===== src/rtl/vga_timing_pkg.sv =====
// Shared timing constants, totals helpers and command-FSM encoding for the VGA raster path.
package vga_timing_pkg;

  localparam int unsigned DEF_H_ACTIVE = 640;
  localparam int unsigned DEF_H_FP     = 16;
  localparam int unsigned DEF_H_SYNC   = 96;
  localparam int unsigned DEF_H_BP     = 48;
  localparam int unsigned DEF_V_ACTIVE = 480;
  localparam int unsigned DEF_V_FP     = 10;
  localparam int unsigned DEF_V_SYNC   = 2;
  localparam int unsigned DEF_V_BP     = 33;

  localparam logic SYNC_ACTIVE_LOW = 1'b0;

  typedef enum logic {CmdIdle, CmdPend} cmd_state_e;

  function automatic int unsigned h_total(int unsigned act, int unsigned fp, int unsigned sync,
                                          int unsigned bp);
    return act + fp + sync + bp;
  endfunction

  function automatic int unsigned v_total(int unsigned act, int unsigned fp, int unsigned sync,
                                          int unsigned bp);
    return act + fp + sync + bp;
  endfunction

endpackage


===== src/rtl/vga_pixel_tick.sv =====
// Pixel clock-enable divider: registered strobe, high while the count sits at PIX_DIV-1.
module vga_pixel_tick #(
  parameter int unsigned PIX_DIV = 1
) (
  input  logic clk,
  input  logic rst_n,
  output logic pixel_tick
);

  localparam logic [3:0] Last = 4'(PIX_DIV - 1);

  logic [3:0] cnt_q, cnt_d;
  logic       tick_q;

  always_comb begin
    cnt_d = (cnt_q == Last) ? 4'd0 : cnt_q + 4'd1;
  end

  // Strobe is registered from the next count so it stays low throughout reset.
  always_ff @(posedge clk or negedge rst_n) begin
    if (!rst_n) begin
      cnt_q  <= 4'd0;
      tick_q <= 1'b0;
    end else begin
      cnt_q  <= cnt_d;
      tick_q <= (cnt_d == Last);
    end
  end

  assign pixel_tick = tick_q;

endmodule


===== src/rtl/vga_timing_gen.sv =====
// 640x480 raster timing generator with vblank-aligned redraw command retiming.
module vga_timing_gen
  import vga_timing_pkg::*;
#(
  parameter int unsigned PIX_DIV  = 1,
  parameter int unsigned H_ACTIVE = DEF_H_ACTIVE,
  parameter int unsigned H_FP     = DEF_H_FP,
  parameter int unsigned H_SYNC   = DEF_H_SYNC,
  parameter int unsigned H_BP     = DEF_H_BP,
  parameter int unsigned V_ACTIVE = DEF_V_ACTIVE,
  parameter int unsigned V_FP     = DEF_V_FP,
  parameter int unsigned V_SYNC   = DEF_V_SYNC,
  parameter int unsigned V_BP     = DEF_V_BP,
  parameter logic        SYNC_POL = SYNC_ACTIVE_LOW
) (
  input  logic       clk,
  input  logic       rst_n,
  input  logic       cmd_req,
  input  logic       change_busy,
  output logic       pixel_tick,
  output logic [9:0] pixel_x,
  output logic [9:0] pixel_y,
  output logic       h_sync,
  output logic       v_sync,
  output logic       video_on,
  output logic       line_start,
  output logic       frame_start,
  output logic       change_command,
  output logic       cmd_pending
);

  localparam int unsigned HTot = h_total(H_ACTIVE, H_FP, H_SYNC, H_BP);
  localparam int unsigned VTot = v_total(V_ACTIVE, V_FP, V_SYNC, V_BP);

  localparam logic [9:0] HLast    = 10'(HTot - 1);
  localparam logic [9:0] VLast    = 10'(VTot - 1);
  localparam logic [9:0] HAct     = 10'(H_ACTIVE);
  localparam logic [9:0] VAct     = 10'(V_ACTIVE);
  localparam logic [9:0] VActLast = 10'(V_ACTIVE - 1);
  localparam logic [9:0] HSyncBeg = 10'(H_ACTIVE + H_FP);
  localparam logic [9:0] HSyncEnd = 10'(H_ACTIVE + H_FP + H_SYNC);
  localparam logic [9:0] VSyncBeg = 10'(V_ACTIVE + V_FP);
  localparam logic [9:0] VSyncEnd = 10'(V_ACTIVE + V_FP + V_SYNC);

  logic       tick;
  logic [9:0] x_q, y_q, x_d, y_d;
  logic       hs_q, vs_q, von_q, ls_q, fs_q;
  logic       x_last, y_last, vblank;
  cmd_state_e state_q;
  logic       cc_q, cp_q;

  vga_pixel_tick #(
    .PIX_DIV (PIX_DIV)
  ) u_pixel_tick (
    .clk        (clk),
    .rst_n      (rst_n),
    .pixel_tick (tick)
  );

  always_comb begin
    x_last = (x_q == HLast);
    y_last = (y_q == VLast);
    x_d    = x_last ? 10'd0 : x_q + 10'd1;
    y_d    = y_q;
    if (x_last) y_d = y_last ? 10'd0 : y_q + 10'd1;
    // The tick whose advance lands on (0, V_ACTIVE).
    vblank = tick && x_last && (y_q == VActLast);
  end

  // Decodes are computed from the next counter values so they stay aligned with them.
  always_ff @(posedge clk or negedge rst_n) begin
    if (!rst_n) begin
      x_q   <= 10'd0;
      y_q   <= 10'd0;
      hs_q  <= ~SYNC_POL;
      vs_q  <= ~SYNC_POL;
      von_q <= 1'b0;
      ls_q  <= 1'b0;
      fs_q  <= 1'b0;
    end else begin
      ls_q <= 1'b0;
      fs_q <= 1'b0;
      if (tick) begin
        x_q   <= x_d;
        y_q   <= y_d;
        hs_q  <= (x_d >= HSyncBeg && x_d < HSyncEnd) ? SYNC_POL : ~SYNC_POL;
        vs_q  <= (y_d >= VSyncBeg && y_d < VSyncEnd) ? SYNC_POL : ~SYNC_POL;
        von_q <= (x_d < HAct) && (y_d < VAct);
        ls_q  <= x_last;
        fs_q  <= x_last && y_last;
      end
    end
  end

  // Requests coalesce; a busy handler defers the issue to the next frame's vblank edge.
  always_ff @(posedge clk or negedge rst_n) begin
    if (!rst_n) begin
      state_q <= CmdIdle;
      cc_q    <= 1'b0;
      cp_q    <= 1'b0;
    end else begin
      cc_q <= 1'b0;
      unique case (state_q)
        CmdIdle: begin
          if (cmd_req) begin
            if (vblank && !change_busy) begin
              cc_q <= 1'b1;
            end else begin
              state_q <= CmdPend;
              cp_q    <= 1'b1;
            end
          end
        end
        CmdPend: begin
          if (vblank && !change_busy) begin
            cc_q    <= 1'b1;
            cp_q    <= 1'b0;
            state_q <= CmdIdle;
          end
        end
        default: begin
          state_q <= CmdIdle;
          cp_q    <= 1'b0;
        end
      endcase
    end
  end

  assign pixel_tick     = tick;
  assign pixel_x        = x_q;
  assign pixel_y        = y_q;
  assign h_sync         = hs_q;
  assign v_sync         = vs_q;
  assign video_on       = von_q;
  assign line_start     = ls_q;
  assign frame_start    = fs_q;
  assign change_command = cc_q;
  assign cmd_pending    = cp_q;

endmodule


===== config.mk =====
export PLATFORM = sky130hd
export DESIGN_NAME = vga_timing_gen
export DESIGN_NICKNAME = d
export VERILOG_FILES = /design/src/rtl/vga_timing_pkg.sv /design/src/rtl/vga_pixel_tick.sv /design/src/rtl/vga_timing_gen.sv
export SDC_FILE = /design/constraint.sdc
export NUM_CORES = 1
export LEC_CHECK = 0
export BUFFER_PORTS_ARGS = -buffer_cell sky130_fd_sc_hd__buf_4
export CORE_ASPECT_RATIO = 1.4
export CORE_MARGIN = 3
export CORE_UTILIZATION = 50
export CTS_CLUSTER_SIZE = 28
export DETAILED_ROUTE_END_ITERATION = 8
export PLACE_DENSITY = 0.74
export SYNTH_ARGS = -nofsm -noshare
export SYNTH_HDL_FRONTEND = slang
export SYNTH_SLANG_ARGS = --single-unit

===== constraint.sdc =====
create_clock -name clk -period 2.1 [get_ports clk]
set_clock_uncertainty 0.1 [all_clocks]
set_input_delay 0.105 -clock clk [delete_from_list [all_inputs] [get_ports clk]]
set_output_delay 0.105 -clock clk [all_outputs]
set_load 0.02 [all_outputs]

; Word level (Yosys, flattened, before mapping)
; Cells that the tools add are included.
; W data, S select, Z words.
[totals]
output_inout_bits = 28
elab_cells = 57
inputBits = 4
ff_bits = 33
[classes]
n_mux = 18
bitwise_logic = 1
n_lt_le_gt_ge = 6
eq_ne = 6
add_sub_neg = 3
n_reduce_logical = 11
[ops]
columns = cell, n
row1 = $mux W10, 3
row2 = $add A10 B1 Y10 const B, 2
row3 = $eq A10 B10 Y1 const B, 2
row4 = $lt A10 B10 Y1 const B, 2
row5 = $lt A10 B9 Y1 const B, 2
row6 = $mux W1, 11
row7 = $eq A10 B9 Y1 const B, 1
row8 = $ge A10 B10 Y1 const B, 1
row9 = $ge A10 B9 Y1 const B, 1
row10 = $logic_not A4 Y1, 2
row11 = $logic_and A1 B1 Y1, 7
row12 = $pmux W1 S2, 3
row13 = $add A4 B1 Y4 const B, 1
row14 = $mux W4, 1
row15 = $ne A2 B2 Y1 const B, 2
row16 = $reduce_and A3 Y1, 1
row17 = $ne A2 B1 Y1 const B, 1
row18 = $logic_not A1 Y1, 1
row19 = $not A1 Y1, 1

; Depth between registers and ports, before layout
[depth]
word_depth = 7
mapped_depth = 10
mapped_depth_nobuf = 8

; By module
; From an unflattened synthesis, not the netlist that was laid out.
[unflattened]
cells_unflattened = 197
area_unflattened_um2 = 1885.6
[by_module_without_submodules]
columns = mod, cells_per_inst, instances, area_per_inst_um2
row1 = vga_timing_gen, 178, 1, 1662.8
row2 = vga_pixel_tick, 19, 1, 222.7

; Least setup slack after synthesis
; OpenSTA, ideal clock, no wires.
[synth_path]
kind = reg-to-reg
from = reg x_q[0] (netlist: pixel_x[0])
to = reg von_q (netlist: video_on)
arrival_time_ns = 2.009
path_buffers = 2
path_stages_with_launch = 10
t_required_ns = 1.878
path_slack_ns = -0.130
cell_sequence = dfrtp_1 ha_1 and3_1 buf_6 and4_1 buf_4 o21ai_0 and3_1 o221ai_1 a32o_1
[synth_between]
elab_chain_cells = 4
word_cells_on_any_way = 7
[synth_lines]
columns = item, line_no
row1 = "start, declared", vga_timing_gen.sv:46  ; logic [9:0] x_q, y_q, x_d, y_d;
row2 = "start signal, assigned", vga_timing_gen.sv:73  ; x_q <= 10'd0;
row3 = "start signal, assigned", vga_timing_gen.sv:84  ; x_q <= x_d;
row4 = $add A10 B1 Y10 or $eq A10 B10 Y1 (tied branches), "vga_timing_gen.sv:63, vga_timing_gen.sv:61"
row5 = "$mux W10, on equally long branches", "vga_timing_gen.sv:63, vga_timing_gen.sv:65"
row6 = $lt A10 B10 Y1 or $lt A10 B9 Y1 (tied branches), vga_timing_gen.sv:88  ; von_q <= (x_d < HAct) && (y_d < VAct);
row7 = $logic_and A1 B1 Y1 *, vga_timing_gen.sv:88
row8 = "end signal, assigned", vga_timing_gen.sv:88
row9 = "end, declared", vga_timing_gen.sv:47  ; logic hs_q, vs_q, von_q, ls_q, fs_q;
; Mark *: on every way between the ends. The rest lies on a longest branch, timed or not.
; A chain may end at the register's enable or synchronous reset.

; Worst setup path after layout
[layout_path]
from = reg y_q[5] (netlist: pixel_y[5])
to = reg vs_q (netlist: v_sync)
[layout_between]
elab_chain_cells = 6
word_cells_on_any_way = 8
[layout_lines]
columns = item, line_no
row1 = "start, declared", vga_timing_gen.sv:46
row2 = "start signal, assigned", vga_timing_gen.sv:85  ; y_q <= y_d;
row3 = $add A10 B1 Y10 or $eq A10 B10 Y1 (tied branches), "vga_timing_gen.sv:65, vga_timing_gen.sv:62"
row4 = $mux W10, vga_timing_gen.sv:65  ; if (x_last) y_d = y_last ? 10'd0 : y_q + 10'd1;
row5 = $mux W10 *, vga_timing_gen.sv:65
row6 = $ge A10 B9 Y1 or $lt A10 B9 Y1 (tied branches), vga_timing_gen.sv:87  ; vs_q <= (y_d >= VSyncBeg && y_d < VSyncEnd) ? SYNC_POL : ~SYNC_POL;
row7 = $logic_and A1 B1 Y1 *, vga_timing_gen.sv:87
row8 = $mux W1 *, vga_timing_gen.sv:87
row9 = "end signal, assigned", vga_timing_gen.sv:76  ; vs_q <= ~SYNC_POL;
row10 = "end signal, assigned", vga_timing_gen.sv:87
row11 = "end, declared", vga_timing_gen.sv:47
; Marked as above.

==> flow_summary.json <==
{
  "holdCritPathClass": "in -> reg",
  "gp_congestion": 0.863,
  "maxSlewViolCount": 0,
  "synth_area_leader_cell": "dfrtp_1",
  "grt_pass1_vias": 1705,
  "avgSynthCellArea_um2": 9.17,
  "vias": 1789,
  "drc": 0,
  "path_clk_slew_ps": 60,
  "ys_seq_area_share_pct": 44.1,
  "totalWireLength_um": 4780,
  "cts_buffer_depth": 2,
  "p_per_area_nw_per_um2": 454,
  "critPathRequiredTime_ps": 2220,
  "die_w_um": 57.8,
  "fin_crit_ps": 2080,
  "nFillCells": 276,
  "cts_root_buf": "clkbuf_8",
  "yosysUniqueCellTypes": 51,
  "synth_warnings": 0,
  "cts.sinks": 33,
  "grt_pass1_wl_um": 7960,
  "syn_area_um2": 1880,
  "holdPathEnd": "state_q",
  "dpl.hpwl_um": 3360,
  "vias_per_cell": 5.81,
  "cp_max_fo": 3,
  "ys_top_cells_by_area": "dfrtp_1 41%, nand2_1 4.6%, nor2_1 4.4%",
  "status": "finished, final reports clean",
  "critPathArrivalTime_ps": 2200,
  "yosysMostFrequentCell": "dfrtp_1",
  "rsz0062_at_grt": "true",
  "end_kind": "flop",
  "setup_viol": 0,
  "synth_top_area_share_pct": 41.3,
  "slew_headroom_pct": 61.5,
  "synthCells": 205,
  "synth-edff-count": 0,
  "leakagePower_nw": 1.15,
  "worst_pin_slew_ps": 577,
  "diodes": 0,
  "timing.rr.end": "v_sync",
  "grt_start_max_net_pins": 34,
  "die-height_um": 78.5,
  "start_kind": "flop",
  "first_pass_iters": 4,
  "hold_start": "change_busy",
  "finalHoldViolCount": 0,
  "grt_overflow": 0,
  "min_path_cells": 3,
  "criticalPathCategory": "reg -> reg",
  "wl_per_cell_um": 15.5,
  "finalPower_mw": 1.14,
  "numCtsBuffers": 5,
  "boundaryPins": 32,
  "finalCritPeriodShare_pct": 99.0,
  "clock.fmax_mhz": 481,
  "synth_flop_cell": "dfrtp_1",
  "coreArea_um2": 3500,
  "grt_antenna_before_repair": 0,
  "ff2ff_setup_slack_ps": 20,
  "reg2reg_depth": 6,
  "io_buffers": 31,
  "areaGrowthSynthToFinish_pct": 33.9,
  "first_iter_violations": 112,
  "drive_gt1_share_pct": 32.8,
  "rows": 25,
  "grt_usage_pct": 22.9,
  "nNetsFinal": 278,
  "peakVddDrop_uv": 574,
  "ant_nets": 0,
  "setup_tns_ps": 0,
  "cts_tree": "built",
  "fp.dieArea_um2": 4540,
  "async_reset_ff_share_pct": 100,
  "drv_cap": 0,
  "r2r_start": "pixel_y[5]",
  "syn_nets": 215,
  "cts_htree_levels": 2,
  "clk_latency_ps": 280,
  "initial_core_util_pct": 53.6,
  "ys_seq_elements": 33,
  "ys_top_cells_by_count": "31 x dfrtp_1, 23 x nand2_1, 22 x nor2_1"
}
-- through the flow --
stage          instance area [µm²]  utilization (%)  instances  hold WS (ps)  worst slack [ps]
2_1_floorplan                 1900                -        205          -291              4.42
6_report                      2520             71.8        308          39.6              21.6
3_3_place_gp                  2320             66.2        295         -27.5              99.8
4_1_cts                       2430             69.3        304          42.6              58.9
3_5_place_dp                  2320             66.2        295         -26.2              72.7
5_1_grt                       2520             71.8        308          51.0             -31.5
-- worst max-delay path by stage --
| stage | from | to | slack [ps] | cells past startpoint |
|---|---|---|---|---|
| after global routing | pixel_x[6] | v_sync | -30 | 6 |
| after global placement | pixel_y[1] | video_on | 100 | 8 |
| after detailed placement | pixel_y[0] | v_sync | 70 | 8 |
| final | pixel_y[5] | v_sync | 20 | 6 |
| after CTS | pixel_y[0] | v_sync | 60 | 8 |
| after floorplan | pixel_y[7] | v_sync | 4 | 6 |
-- repair_timing --
action,in CTS,in global routing
hold endpoints to repair,34,0
gates resized for setup,0,11
setup endpoints to repair,0,3
hold buffers,2,0
setup buffers,0,4
-- layout make-up --
class | count | area (µm²) | share of cell area [%]
clock buffers | 7 | 86.3 | 3.43
inverters | 10 | 37.5 | 1.49
multi-input cells | 154 | 1020 | 40.7
flip-flops and latches | 33 | 832 | 33.1
well taps | 40 | 50.0 | 1.99
repair buffers | 64 | 485 | 19.3
-- critical path: stages (launching register included) --
cell and delay [ps]:
dfrtp_1 390, or3_4 370, or4_4 510, nand2_4 100, o311ai_4 80, a211o_1 310, o22a_1 150
-- routing by layer --
layer | vias to the layer above | part of all wire [%] | global-route usage (%)
met5 | - | 0 | 0
met4 | 0 | 2.1 | 9.05
met3 | 9 | 5.7 | 5.59
met2 | 70 | 53 | 38.7
met1 | 846 | 39 | 27.3
li1 | 864 | - | -
-- kinds of logic after synthesis --
| group | Yosys count | synth area share (%) |
|---|---|---|
| XOR/XNOR | 11 | 5.13 |
| AO/OA/AOI/OAI | 46 | 15.9 |
| buffers and inverters | 19 | 5.79 |
| flip-flops | 33 | 44.1 |
| multiplexers | 2 | 1.13 |
| AND/OR/NAND/NOR | 88 | 24.0 |
| adder cells (fa/ha/maj) | 6 | 3.99 |
-- power by group --
group	internal, mW	switching, mW
Combinational	0.00847	0.0163
Sequential	0.637	0.00110
Clock	0.260	0.220
-- placed cells by master (no fill, tap or decap), types with 3 or more instances in the layout --
cell / count
dfrtp_2: 3
nand2_1: 23
nand3_1: 15
dfrtp_1: 28
xor2_1: 3
a21oi_1: 11
inv_1: 9
o31ai_1: 3
clkbuf_8: 6
nand4_1: 4
nor3_1: 4
nor2_1: 22
buf_4: 62
a31oi_1: 3
ha_1: 5
xnor2_1: 8
o21ai_0: 10
and3_1: 5
-- registers in the layout, indices dropped and copies added (netlist names) --
signal / flops
pixel_x: 10
pixel_y: 10
u_pixel_tick.cnt_q: 4
change_command: 1
cmd_pending: 1
frame_start: 1
h_sync: 1
line_start: 1
state_q: 1
u_pixel_tick.pixel_tick: 1
v_sync: 1
video_on: 1
No activity file was read; power rests on OpenSTA's default activity.
